## src/rtl/div_unit_pkg.sv

```systemverilog
// div_unit_pkg: M-extension divide-group encodings
// shared by the ex stage and the divider.
package div_unit_pkg;

  localparam logic [6:0] INST_TYPE_M = 7'b0110011;
  localparam logic [6:0] FUNCT7_M    = 7'b0000001;

  localparam logic [2:0] INST_DIV  = 3'b100;
  localparam logic [2:0] INST_DIVU = 3'b101;
  localparam logic [2:0] INST_REM  = 3'b110;
  localparam logic [2:0] INST_REMU = 3'b111;

  localparam int CNT_W = 6;

  // Signed variants negate magnitudes and fix up signs.
  function automatic logic op_signed(input logic [2:0] op);
    return (op == INST_DIV) || (op == INST_REM);
  endfunction

  // Remainder variants return the partial remainder.
  function automatic logic op_rem(input logic [2:0] op);
    return (op == INST_REM) || (op == INST_REMU);
  endfunction

endpackage

```

## src/rtl/div_unit.sv

```systemverilog
// div_unit: multi-cycle restoring radix-2 divider
// for DIV/DIVU/REM/REMU with cancel and hold.
module div_unit
  import div_unit_pkg::*;
#(
  parameter int XLEN = 32
) (
  input  logic            clk,
  input  logic            rst,
  input  logic            start_i,
  input  logic [2:0]      op_i,
  input  logic [XLEN-1:0] dividend_i,
  input  logic [XLEN-1:0] divisor_i,
  input  logic [4:0]      rd_addr_i,
  input  logic            cancel_i,
  output logic            busy_o,
  output logic [XLEN-1:0] rd_data_o,
  output logic [4:0]      rd_addr_o,
  output logic            reg_wen_o
);

  typedef enum logic [1:0] {
    S_IDLE,
    S_CALC,
    S_DONE
  } state_t;

  state_t          state;
  logic [CNT_W-1:0] cnt;
  logic [2:0]      op_q;
  logic [4:0]      rd_q;
  logic [XLEN-1:0] dvd_q;
  logic [XLEN-1:0] dvs_q;
  logic [XLEN-1:0] rem_q;
  logic            neg_quo_q;
  logic            neg_rem_q;

  logic            a_neg;
  logic            b_neg;
  logic [XLEN-1:0] a_mag;
  logic [XLEN-1:0] b_mag;
  logic [XLEN:0]   trial;
  logic [XLEN:0]   diff;
  logic            fits;
  logic [XLEN-1:0] quo_fix;
  logic [XLEN-1:0] rem_fix;
  logic [XLEN-1:0] result;
  logic [XLEN-1:0] zero_res;

  // Operand magnitudes and sign flags at acceptance.
  always_comb begin
    a_neg = op_signed(op_i) & dividend_i[XLEN-1];
    b_neg = op_signed(op_i) & divisor_i[XLEN-1];
    a_mag = a_neg ? ('0 - dividend_i) : dividend_i;
    b_mag = b_neg ? ('0 - divisor_i) : divisor_i;
    zero_res = op_rem(op_i) ? dividend_i : '1;
  end

  // One restoring step: shift in next dividend bit, trial subtract.
  always_comb begin
    trial = {rem_q, dvd_q[XLEN-1]};
    diff  = trial - {1'b0, dvs_q};
    fits  = ~diff[XLEN];
  end

  // Sign fix-up and op select for the final result.
  always_comb begin
    quo_fix = neg_quo_q ? ('0 - dvd_q) : dvd_q;
    rem_fix = neg_rem_q ? ('0 - rem_q) : rem_q;
    result  = op_rem(op_q) ? rem_fix : quo_fix;
  end

  // Hold request: acceptance cycle plus every CALC cycle.
  assign busy_o = ~rst & (((state == S_IDLE) & start_i) |
                          (state == S_CALC));

  // Control FSM with datapath and registered write-back outputs.
  always_ff @(posedge clk or posedge rst) begin
    if (rst) begin
      state     <= S_IDLE;
      cnt       <= '0;
      op_q      <= '0;
      rd_q      <= '0;
      dvd_q     <= '0;
      dvs_q     <= '0;
      rem_q     <= '0;
      neg_quo_q <= 1'b0;
      neg_rem_q <= 1'b0;
      rd_data_o <= '0;
      rd_addr_o <= '0;
      reg_wen_o <= 1'b0;
    end else begin
      rd_data_o <= '0;
      rd_addr_o <= '0;
      reg_wen_o <= 1'b0;
      case (state)
        S_IDLE: begin
          if (start_i) begin
            op_q      <= op_i;
            rd_q      <= rd_addr_i;
            dvd_q     <= a_mag;
            dvs_q     <= b_mag;
            rem_q     <= '0;
            cnt       <= '0;
            neg_quo_q <= a_neg ^ b_neg;
            neg_rem_q <= a_neg;
            if (divisor_i == '0) begin
              state     <= S_DONE;
              rd_data_o <= zero_res;
              rd_addr_o <= rd_addr_i;
              reg_wen_o <= (rd_addr_i != 5'd0);
            end else begin
              state <= S_CALC;
            end
          end
        end
        S_CALC: begin
          if (cancel_i) begin
            state <= S_IDLE;
          end else if (cnt == CNT_W'(XLEN)) begin
            state     <= S_DONE;
            rd_data_o <= result;
            rd_addr_o <= rd_q;
            reg_wen_o <= (rd_q != 5'd0);
          end else begin
            cnt   <= cnt + 1'b1;
            dvd_q <= {dvd_q[XLEN-2:0], fits};
            rem_q <= fits ? diff[XLEN-1:0] : trial[XLEN-1:0];
          end
        end
        S_DONE: begin
          state <= S_IDLE;
        end
        default: begin
          state <= S_IDLE;
        end
      endcase
    end
  end

endmodule

```

## config.mk

```make
export PLATFORM = sky130hd
export DESIGN_NAME = div_unit
export DESIGN_NICKNAME = d
export VERILOG_FILES = /design/src/rtl/div_unit_pkg.sv /design/src/rtl/div_unit.sv
export SDC_FILE = /design/constraint.sdc
export NUM_CORES = 1
export LEC_CHECK = 0
export BUFFER_PORTS_ARGS = -buffer_cell sky130_fd_sc_hd__buf_2
export CAP_MARGIN = 20
export CORE_ASPECT_RATIO = 1.2
export CORE_UTILIZATION = 40
export DETAILED_ROUTE_END_ITERATION = 8
export GPL_ROUTABILITY_DRIVEN = 0
export PLACE_DENSITY_LB_ADDON = 0.1
export SLEW_MARGIN = 20
export SYNTH_ARGS = -nofsm -noshare
export SYNTH_HDL_FRONTEND = slang
export SYNTH_SLANG_ARGS = --single-unit
```

## constraint.sdc

```tcl
create_clock -name clk -period 8.5 [get_ports clk]
set_input_delay 0.425 -clock clk [delete_from_list [all_inputs] [get_ports clk]]
set_output_delay 0.425 -clock clk [all_outputs]
set_load 0.03 [all_outputs]
```

==> results of run 1 <==
## final timing paths
path	endpoint	cells past startpoint	slack, ns	start
worst max register to register	rem_q[1]	13	4.61	dvd_q[31]
worst max-delay path	rem_q[1]	13	4.61	dvd_q[31]
worst min register to register	dvs_q[10]	2	0.48	dvs_q[10]
worst min-delay path	cnt[1]	2	0.14	rst
max in group asynchronous	dvs_q[5]	3	6.99	rst
min in group clk	op_q[1]	3	0.20	op_i[1]
## per-layer routing
metal  up-vias  wire, um  GRT usage, %
met3        24      1045         2.937
met4         0       403         6.200
met2       208     13550         36.35
li1       4746         -             -
met5         -         0             0
met1      4438     14160         30.14
## flip-flops by register name (all words and copies together), names as in the netlist
register,flops
dvd_q,32
dvs_q,32
rd_data_o,32
rem_q,32
cnt,6
rd_addr_o,5
rd_q,5
op_q,2
state,2
neg_quo_q,1
neg_rem_q,1
reg_wen_o,1
## layout by cell type (no fill, tap or decap), drive strengths merged, types with 5 or more instances in the layout
| cell type | n |
|---|---|
| nand3b | 6 |
| o41ai | 13 |
| a31oi | 7 |
| nor3 | 22 |
| or3 | 15 |
| clkbuf | 20 |
| xor2 | 77 |
| nand2 | 166 |
| xnor2 | 66 |
| o22ai | 16 |
| o31ai | 31 |
| a22oi | 15 |
| mux2i | 27 |
| nor2 | 79 |
| nand4 | 7 |
| nor4 | 14 |
| a22o | 7 |
| dfrtp | 151 |
| a21oi | 89 |
| inv | 57 |
| a21o | 13 |
| nor2b | 5 |
| o221ai | 9 |
| nand3 | 15 |
| or4 | 18 |
| nand2b | 16 |
| buf | 124 |
| ha | 38 |
| o21ai | 184 |
| and2 | 8 |
## kinds of logic after synthesis
| kind of cell | after synthesis |
|---|---|
| simple gates | 385 |
| fa+ha+maj | 39 |
| compound gates | 419 |
| mux | 27 |
| xor+xnor | 143 |
| buf+inv | 126 |
| flops | 151 |
## power groups by stage
stage               sequential (mW)  clock (mW)  combinational (mW)
finish                         1.14       0.805                1.91
global placement               1.14           0                1.88
CTS                            1.13       0.820                1.91
detailed placement             1.14           0                1.89
floorplan                      1.04           0                1.54
global route                   1.17       0.849                2.15
## worst max-delay path, cell delays in order, from the launching register on
cell and delay (ns):
dfrtp_1 0.36, inv_1 0.09, ha_1 0.24, fa_1 0.38, nand2b_1 0.20, a21oi_1 0.20
o2111ai_1 0.22, o21ai_0 0.42, a21oi_1 0.21, o2111a_1 0.27, or3_1 0.46, buf_4 0.33
mux2i_1 0.18, a22o_1 0.21
## cell type report
class                      count  area share [%]
inverter                      57           1.816
tap                          330           3.424
clock inverter                12           1.473
multi-input combinational   1013           52.98
clock buffer                  20           3.621
timing repair buffer         124           5.354
sequential                   151           31.33
## cell usage after synthesis (9+ instances only)
cell type / n / area (sq um)
o21ai_0: 184 / 920.9
nand2_1: 166 / 623.1
dfrtp_1: 151 / 3779
a21oi_1: 89 / 445.4
nor2_1: 79 / 296.5
xor2_1: 77 / 674.4
xnor2_1: 66 / 578.1
clkbuf_1: 63 / 236.5
inv_1: 57 / 214.0
ha_1: 38 / 475.5
o31ai_1: 31 / 232.7
mux2i_1: 27 / 270.3
nor3_1: 21 / 105.1
o22ai_1: 16 / 100.1
a22oi_1: 15 / 112.6
nand2b_1: 15 / 93.84
nand3_1: 15 / 75.07
or4_1: 15 / 112.6
nor4_1: 14 / 87.58
a21o_1: 13 / 97.59
o41ai_1: 13 / 113.9
or3_1: 13 / 81.33
o221ai_1: 9 / 78.83
## through the flow
stage          setup slack (ns)  hold WS, ns  power [mW]
5_1_grt                   4.298       0.1960       4.164
2_1_floorplan             4.010       0.4444       2.579
3_5_place_dp              4.588       0.4714       3.038
3_3_place_gp              4.673       0.4612       3.024
4_1_cts                   4.561       0.1711       3.862
6_report                  4.615       0.1378       3.851
==> reports/results.ini, run 1 <==
[synth]
synthArstFlopShare_pct=100.0
synth_cell_type_count=65
seq_area_frac_synth_pct=35.58
syn_inst=1290
synth-simple-area-share_pct=17.25
muxShareOfSynthArea_pct=2.544
avgSynthCellArea_sq_um=8.234
syn_nets=1405
synth_compound_area_share_pct=23.67
ys_warn_count=0
synth_top_family_by_area=compound AO/OA/AOI/OAI gates
ys_ff_latch=151
yosys.area_share.adder_pct=4.665
synth_edf_count=0
synthFlopType=dfrtp_1
synth_xor_xnor_area_share_pct=11.79
synthesis.area_sq_um=10620

[cts]
cts_tree=built
cts_max_level=4
clockRootBuffer=clkbuf_16
cts_buffer_depth=2
clkTransAtPathRegs_ns=0.06
numCtsBuffers=17
holdBufCountCts=0
insertion_delay_ns=0.44
cts_setup_buffers=0
cts_sinks=151
cts-resized-gates=0

[worst_setup_path]
start_kind=flip-flop
crit_path_end_kind=flip-flop
arrival_ns=4.21
critical_path_class=flip-flop to flip-flop
path_max_fanout=35
crit_required_ns=8.82

[timing]
fin_crit_sh_pct=45.71
relSlewSlack_pct=28.77
hold_violations=0
maxSlewViolCount=0
max_freq_ghz=0.2574
rsz0062_at_grt=no
period_minus_slack_ns=3.885
setup_viol=0
tns_ns=0
skew_ns=0.01033
worstMarginPinSlew_ns=1.059

[final_layout]
drive_above_1_share_pct=12.56
diodes=0
final_area_sq_um=12060
fillers=2609
layout.nets=1479
seqCellArea_sq_um=3779
final_cells=1707
multi_input_area_sq_um=6389
area_growth_pct=13.54
fin_util_pct=46.77

[power]
sw_frac_of_total_pct=43.36
power_frac_clock_pct=20.9
p_leak_nw=5.344
sequentialPowerShare_pct=29.6
powerDensity_nw_per_um2=319.4
internal_power_mw=2.181
combPwrFrac_pct=49.5
power.switching_mw=1.670
ir_worst_vdd_mv=0.1390

[placed_design]
place_area_sq_um=11440
dp_hpwl_um=20830
placedCellCount=1675
port_buffers=114

[worst_hold_path]
holdCritPathClass=input pin to asynchronous set/reset pin

[global_route]
grt.overflow.total=0
grt_pass1_wl_um=47850
track_usage_pct=22.14
grt_start_max_net_pins=88
grt_pass1_vias=9148
grt_antenna_before_repair=0

[floorplan]
rows=64
design.core.area_sq_um=25780
ios=115
dieArea_sq_um=27210
start_util_pct=41.19
dieWidth_um=150.8
die_h_um=180.5

[drt]
wl_per_cell_um=17.08
ant_nets=0
wirelength_um=29160
drt-pass1-iter-count=7
drtIter0Drc=554
drc=0
avgViaCountPerCell=5.516
num_vias=9416

[run_status]
status=complete, no violations

[job]
cap_violations=0

No activity file was read; power rests on OpenSTA's default activity.
==> run 2: changes to the inputs <==
Clock period 8.5 ns to 3.9 ns, I/O delays scaled along.
==> run 2 against run 1 <==
The run now ends with hold timing left. Cell area rose by 1.2%. Sequential share of layout area fell by 0.37 points. Clock skew rose by 0.0056 ns. Hold slack got worse by 0.21 ns. Global-route usage rose by 0.55 points. Wire length rose by 0.49%. Final cell count rose by 1.0%. First-iteration DRC count fell by 13%. Die area did not move. Core utilization rose by 0.55 points. Sequential cell count did not move. Critical path type unchanged. Critical endpoint is now rem_q[2].
==> reports/results.ini, run 2 (synthesis results as in run 1) <==
[global_route]
track_usage_pct=22.68  ; +0.55 points
grt_pass1_wl_um=48690  ; +1.7%
grt_start_max_net_pins=152  ; +73%
grt_pass1_vias=9274  ; +1.4%
grt_antenna_before_repair=0  ; unchanged
grt.overflow.total=0  ; unchanged

[floorplan]
design.core.area_sq_um=25780  ; unchanged
rows=64  ; unchanged
dieArea_sq_um=27210  ; unchanged
die_h_um=180.5  ; unchanged
start_util_pct=41.19  ; unchanged
ios=115  ; unchanged
dieWidth_um=150.8  ; unchanged

[timing]
skew_ns=0.01594  ; +0.005607 ns
fin_crit_sh_pct=90.69  ; +45 points
tns_ns=0  ; unchanged
holdWs_ns=-0.07396  ; -0.2117 ns
setup_viol=0  ; unchanged
worstMarginPinSlew_ns=1.067  ; +0.007941 ns
max_freq_ghz=0.2827  ; +9.8%
period_minus_slack_ns=3.537  ; -0.3482 ns
rsz0062_at_grt=no
relSlewSlack_pct=28.72  ; -0.051 points
hold_violations=21  ; +21
maxSlewViolCount=0  ; unchanged

[drt]
drtIter0Drc=480  ; -13%
wl_per_cell_um=17.00  ; -0.50%
num_vias=9521  ; +1.1%
drt-pass1-iter-count=5  ; -2
wirelength_um=29300  ; +0.49%
ant_nets=0  ; unchanged
drc=0  ; unchanged
avgViaCountPerCell=5.523  ; +0.12%

[power]
ir_worst_vdd_mv=0.3049  ; +120%
finalPower_mw=8.450  ; +120%
p_leak_nw=5.416  ; +1.3%
powerDensity_nw_per_um2=692.5  ; +120%

[final_layout]
final_cells=1724  ; +1.0%
drive_above_1_share_pct=13.13  ; +0.56 points
diodes=0  ; unchanged
fin_util_pct=47.32  ; +0.55 points
layout_commonest_cell=o21ai_0
most-common-layout-cells=o21ai_0, nand2_1, dfrtp_1
layout.nets=1496  ; +1.1%
area_growth_pct=14.88

[worst_setup_path]
rr_endpoint=rem_q[2]
rr_startpoint=dvd_q[31]
path_max_fanout=20  ; -43%
reg2regPathDepth=13  ; unchanged
regToRegSetupSlack_ns=0.36  ; -4.25 ns
crit_required_ns=4.21  ; -4.61 ns
crit_path_end_kind=flip-flop
arrival_ns=3.85  ; -0.36 ns
critical_path_class=flip-flop to flip-flop
start_kind=flip-flop

[run_status]
violations=hold timing
status=complete, but fails checks

[cts]
cts-resized-gates=0  ; unchanged
cts_max_level=4  ; unchanged
insertion_delay_ns=0.45  ; about the same
cts_tree=built
clkTransAtPathRegs_ns=0.06  ; about the same
cts_buffer_depth=2  ; unchanged
cts_setup_buffers=0  ; unchanged
numCtsBuffers=17  ; unchanged
cts_sinks=151  ; unchanged
holdBufCountCts=7  ; +7
clockRootBuffer=clkbuf_16

[worst_hold_path]
holdCritPathClass=input pin to asynchronous set/reset pin

[placed_design]
placedCellCount=1685  ; +0.60%
dp_hpwl_um=21290  ; +2.2%
port_buffers=114  ; unchanged

[job]
cap_violations=0  ; unchanged

==> run 2: cell types whose count changed in the layout (fill, tap and decap cells not counted), moves of 2 or more <==
cell / previous run / this run
buf_4: 10 / 19
dlygate4sd3_1: 0 / 7
clkinv_4: 2 / 0
clkinvlp_4: 4 / 6
==> run 2: worst max-delay path by stage <==
stage                          from  endpoint  slack [ns]  depth (start not counted)
final                     dvd_q[31]  rem_q[2]        0.36                         13
after global placement    dvd_q[31]  rem_q[1]        0.44                         14
after detailed placement  dvd_q[31]  rem_q[2]        0.34                         13
after floorplan           dvd_q[31]  rem_q[2]        0.52                         15
after global routing      dvd_q[31]  rem_q[2]        0.10                         13
after CTS                 dvd_q[31]  rem_q[2]        0.32                         13
==> run 2: critical path, cell delays in order, from the launching register on <==
cell,delay (ns)
dfrtp_1,0.34
inv_1,0.06
ha_1,0.22
fa_1,0.38
nand2b_1,0.19
a21oi_1,0.19
o2111ai_1,0.23
o21ai_0,0.21
buf_4,0.15
a21oi_1,0.11
o2111a_1,0.27
or3_1,0.43
buf_4,0.27
o311ai_0,0.34
==> run 2: layer usage <==
metal,global-route usage (%),wire (um),up-vias
met5,0,0,-
met4,7.480,635,0
met3,3.443,1096,39
met2,36.53,13590,205
met1,30.77,13980,4482
li1,-,-,4795
==> run 2: report_power, final <==
| part | total, mW | leakage (nW) | switching (mW) | internal (mW) |
|---|---|---|---|---|
| combinational | 4.26 | 3.18 | 2.41 | 1.85 |
| clock | 1.72 | 0.278 | 0.697 | 1.02 |
| sequential | 2.47 | 1.96 | 0.560 | 1.91 |
| total | 8.45 | 5.42 | 3.66 | 4.79 |
==> run 2: metrics by stage <==
step	area [sq um]	setup slack, ns
after floorplan	10630	0.5233
after global placement	11530	0.4403
after detailed placement	11530	0.3448
after CTS	12200	0.3180
after global routing	12200	0.1032
final	12200	0.3630
==> run 2: final cells by class <==
class | count | area (sq um)
Multi-Input combinational cell | 1013 | 6391
Clock buffer | 20 | 446.7
Sequential cell | 151 | 3779
Clock inverter | 12 | 151.4
Timing Repair Buffer | 141 | 803.3
Fill cell | 2623 | 13580
Tap cell | 330 | 412.9
Inverter | 57 | 217.7
==> run 3: changes to the inputs <==
Settings changed: CAP_MARGIN 20 to unset, RECOVER_POWER set to 100.
Clock period 3.9 ns to 4.1 ns, I/O delays scaled along.
==> run 3 against run 2 <==
The run ends with capacitance limit, slew limit left. First-iteration DRC count up 6.5%. Via count up 0.53%. Final cell count down 0.29%. Sequential power down 5%. Critical path depth unchanged. Wire length up 0.12%. Clock power down 9%. Global-route usage down 0.36 points. Core utilization down 0.67 points. Cell area down 1.4%. Largest power group unchanged.
==> reports/results.ini, run 3 (synthesis results as in run 1) <==
[drt]
drt-pass1-iter-count=5  ; unchanged
wl_met3_um=1224  ; +12%
drtIter0Drc=511  ; +6.5%
avgViaCountPerCell=5.568  ; +0.82%
drc=0  ; unchanged
top_layer_used=met4
ant_nets=0  ; unchanged
met1_length_um=14150  ; +1.2%
wl_met2_um=13610  ; +0.15%
num_vias=9571  ; +0.53%
wl_per_cell_um=17.07  ; +0.41%
wirelength_um=29340  ; +0.12%

[timing]
hold_violations=0  ; -100%
rsz0062_at_grt=no
period_minus_slack_ns=3.841  ; +0.3036 ns
skew_ns=0.01076  ; -0.005181 ns
max_freq_ghz=0.2604  ; -7.9%
setup_viol=0  ; unchanged
fin_crit_sh_pct=93.67  ; +3.0 points
relSlewSlack_pct=-77.15  ; -110 points
tns_ns=0  ; unchanged
maxSlewViolCount=208  ; +208
holdWs_ns=0.05921  ; +0.1332 ns
worstMarginPinSlew_ns=2.640  ; +1.573 ns

[worst_setup_path]
slowest_stage=o21ai_0
crit_buf_inv=2  ; -1
crit_top_cell=a21oi_1
path_max_fanout=39  ; +95%
crit_required_ns=4.42  ; +0.21 ns
cp_cell_sequence=inv_1, ha_1, fa_1, nand2b_1, a21oi_1, o2111ai_1, o21ai_0, a21oi_1, o2111a_1, or3_1, buf_4, mux2i_1, a22o_1
critical_path_class=flip-flop to flip-flop
crit_path_end_kind=flip-flop
start_kind=flip-flop
arrival_ns=4.16  ; +0.31 ns
max_stage_delay_ns=0.47  ; +0.04 ns
critPathTopFamily=compound AO/OA/AOI/OAI gates

[cts]
cts_sinks=151  ; unchanged
cts_max_level=4  ; unchanged
cts_tree=built
insertion_delay_ns=0.43  ; -0.02 ns
numCtsBuffers=17  ; unchanged
clockRootBuffer=clkbuf_16
cts-resized-gates=0  ; unchanged
cts_buffer_depth=2  ; unchanged
clkTransAtPathRegs_ns=0.06  ; about the same

[floorplan]
ios=115  ; unchanged
rows=64  ; unchanged
start_util_pct=41.19  ; unchanged
design.core.area_sq_um=25780  ; unchanged
dieWidth_um=150.8  ; unchanged
die_h_um=180.5  ; unchanged
dieArea_sq_um=27210  ; unchanged

[run_status]
status=complete, but fails checks
violations=capacitance limit, slew limit

[job]
cap_violations=5  ; +5

[power]
powerDensity_nw_per_um2=656.6  ; -5.2%
combPwrFrac_pct=50.5  ; about the same
ir_worst_vdd_mv=0.3798  ; +25%
sequentialPowerShare_pct=29.8  ; +0.5 points
power_frac_clock_pct=19.7  ; -0.6 points
p_leak_nw=5.186  ; -4.2%
internal_power_mw=4.453  ; -6.9%
power.switching_mw=3.445  ; -6.0%
sw_frac_of_total_pct=43.62  ; +0.25 points

[final_layout]
fillers=2673  ; +1.9%
layout_commonest_cell=o21ai_0
area_growth_pct=13.25
most-common-layout-cells=o21ai_0, nand2_1, dfrtp_1
drive_above_1_share_pct=9.150  ; -4.0 points
layout.nets=1493  ; -0.20%

[global_route]
grt_start_max_net_pins=66  ; -57%
track_usage_pct=22.33  ; -0.36 points
grt_antenna_before_repair=0  ; unchanged
grt.overflow.total=0  ; unchanged
grt_pass1_vias=9186  ; -0.95%
grt_pass1_wl_um=48090  ; -1.2%

[placed_design]
dp_hpwl_um=21340  ; +0.24%
port_buffers=114  ; unchanged

[worst_hold_path]
holdCritPathClass=input pin to flip-flop

[run 3: metal layers]
metal  track usage [%]  vias to the layer above
met5                 0                        -
met4             5.640                        0
met3             3.570                       19
met2             35.98                      233
met1             30.84                     4523
li1                  -                     4796
[run 3: final cells by class]
class,instances,area [sq um],area share (%)
diodes,1,2.502,0.02080
clock buffers,20,466.7,3.880
clock inverters,9,102.6,0.8529
inverters,57,215.2,1.789
multi-input cells,1013,6357,52.85
flip-flops and latches,151,3779,31.41
well taps,330,412.9,3.433
repair buffers,138,693.2,5.762
[run 3: through the flow]
| stage | total power [mW] | cells | utilization, % | setup slack [ns] | instance area, sq um |
|---|---|---|---|---|---|
| global route | 8.560 | 1718 | 46.64 | 0.08967 | 12030 |
| CTS | 7.935 | 1718 | 47.11 | 0.2485 | 12150 |
| global placement | 6.305 | 1681 | 44.59 | 0.3246 | 11500 |
| floorplan | 5.346 | 1290 | - | 0.7233 | 10630 |
| detailed placement | 6.338 | 1681 | 44.59 | 0.2549 | 11500 |
| finish | 7.898 | 1719 | 46.65 | 0.2594 | 12030 |
[run 3: final timing paths]
check | from | end | slack, ns | cells past startpoint
max | dvd_q[31] | rem_q[1] | 0.26 | 13
min | cancel_i | state[1] | 0.06 | 3
max reg2reg | dvd_q[31] | rem_q[1] | 0.26 | 13
min reg2reg | dvs_q[12] | dvs_q[12] | 0.47 | 2
max in group asynchronous | rst | rd_data_o[9] | 1.29 | 4
min in group asynchronous | rst | cnt[0] | 0.45 | 3
[run 3: power by group through the flow]
| stage | registers, mW | clock network, mW | logic, mW |
|---|---|---|---|
| global route | 2.42 | 1.65 | 4.49 |
| floorplan | 2.15 | 0 | 3.19 |
| CTS | 2.34 | 1.59 | 4.00 |
| finish | 2.35 | 1.56 | 3.99 |
| detailed placement | 2.37 | 0 | 3.97 |
| global placement | 2.36 | 0 | 3.95 |
[run 3: what timing repair did]
action / 4_1_cts / 5_1_grt
endpoints found under the hold margin: 23 / 0
hold buffers: 8 / 0
setup buffers: 0 / 0
[run 3: worst register-to-register path, stage by stage, from the launching register on]
cell	delay (ns)
dfrtp_1	0.34
inv_1	0.10
ha_1	0.25
fa_1	0.38
nand2b_1	0.19
a21oi_1	0.19
o2111ai_1	0.22
o21ai_0	0.47
a21oi_1	0.21
o2111a_1	0.26
or3_1	0.36
buf_4	0.31
mux2i_1	0.22
a22o_1	0.22
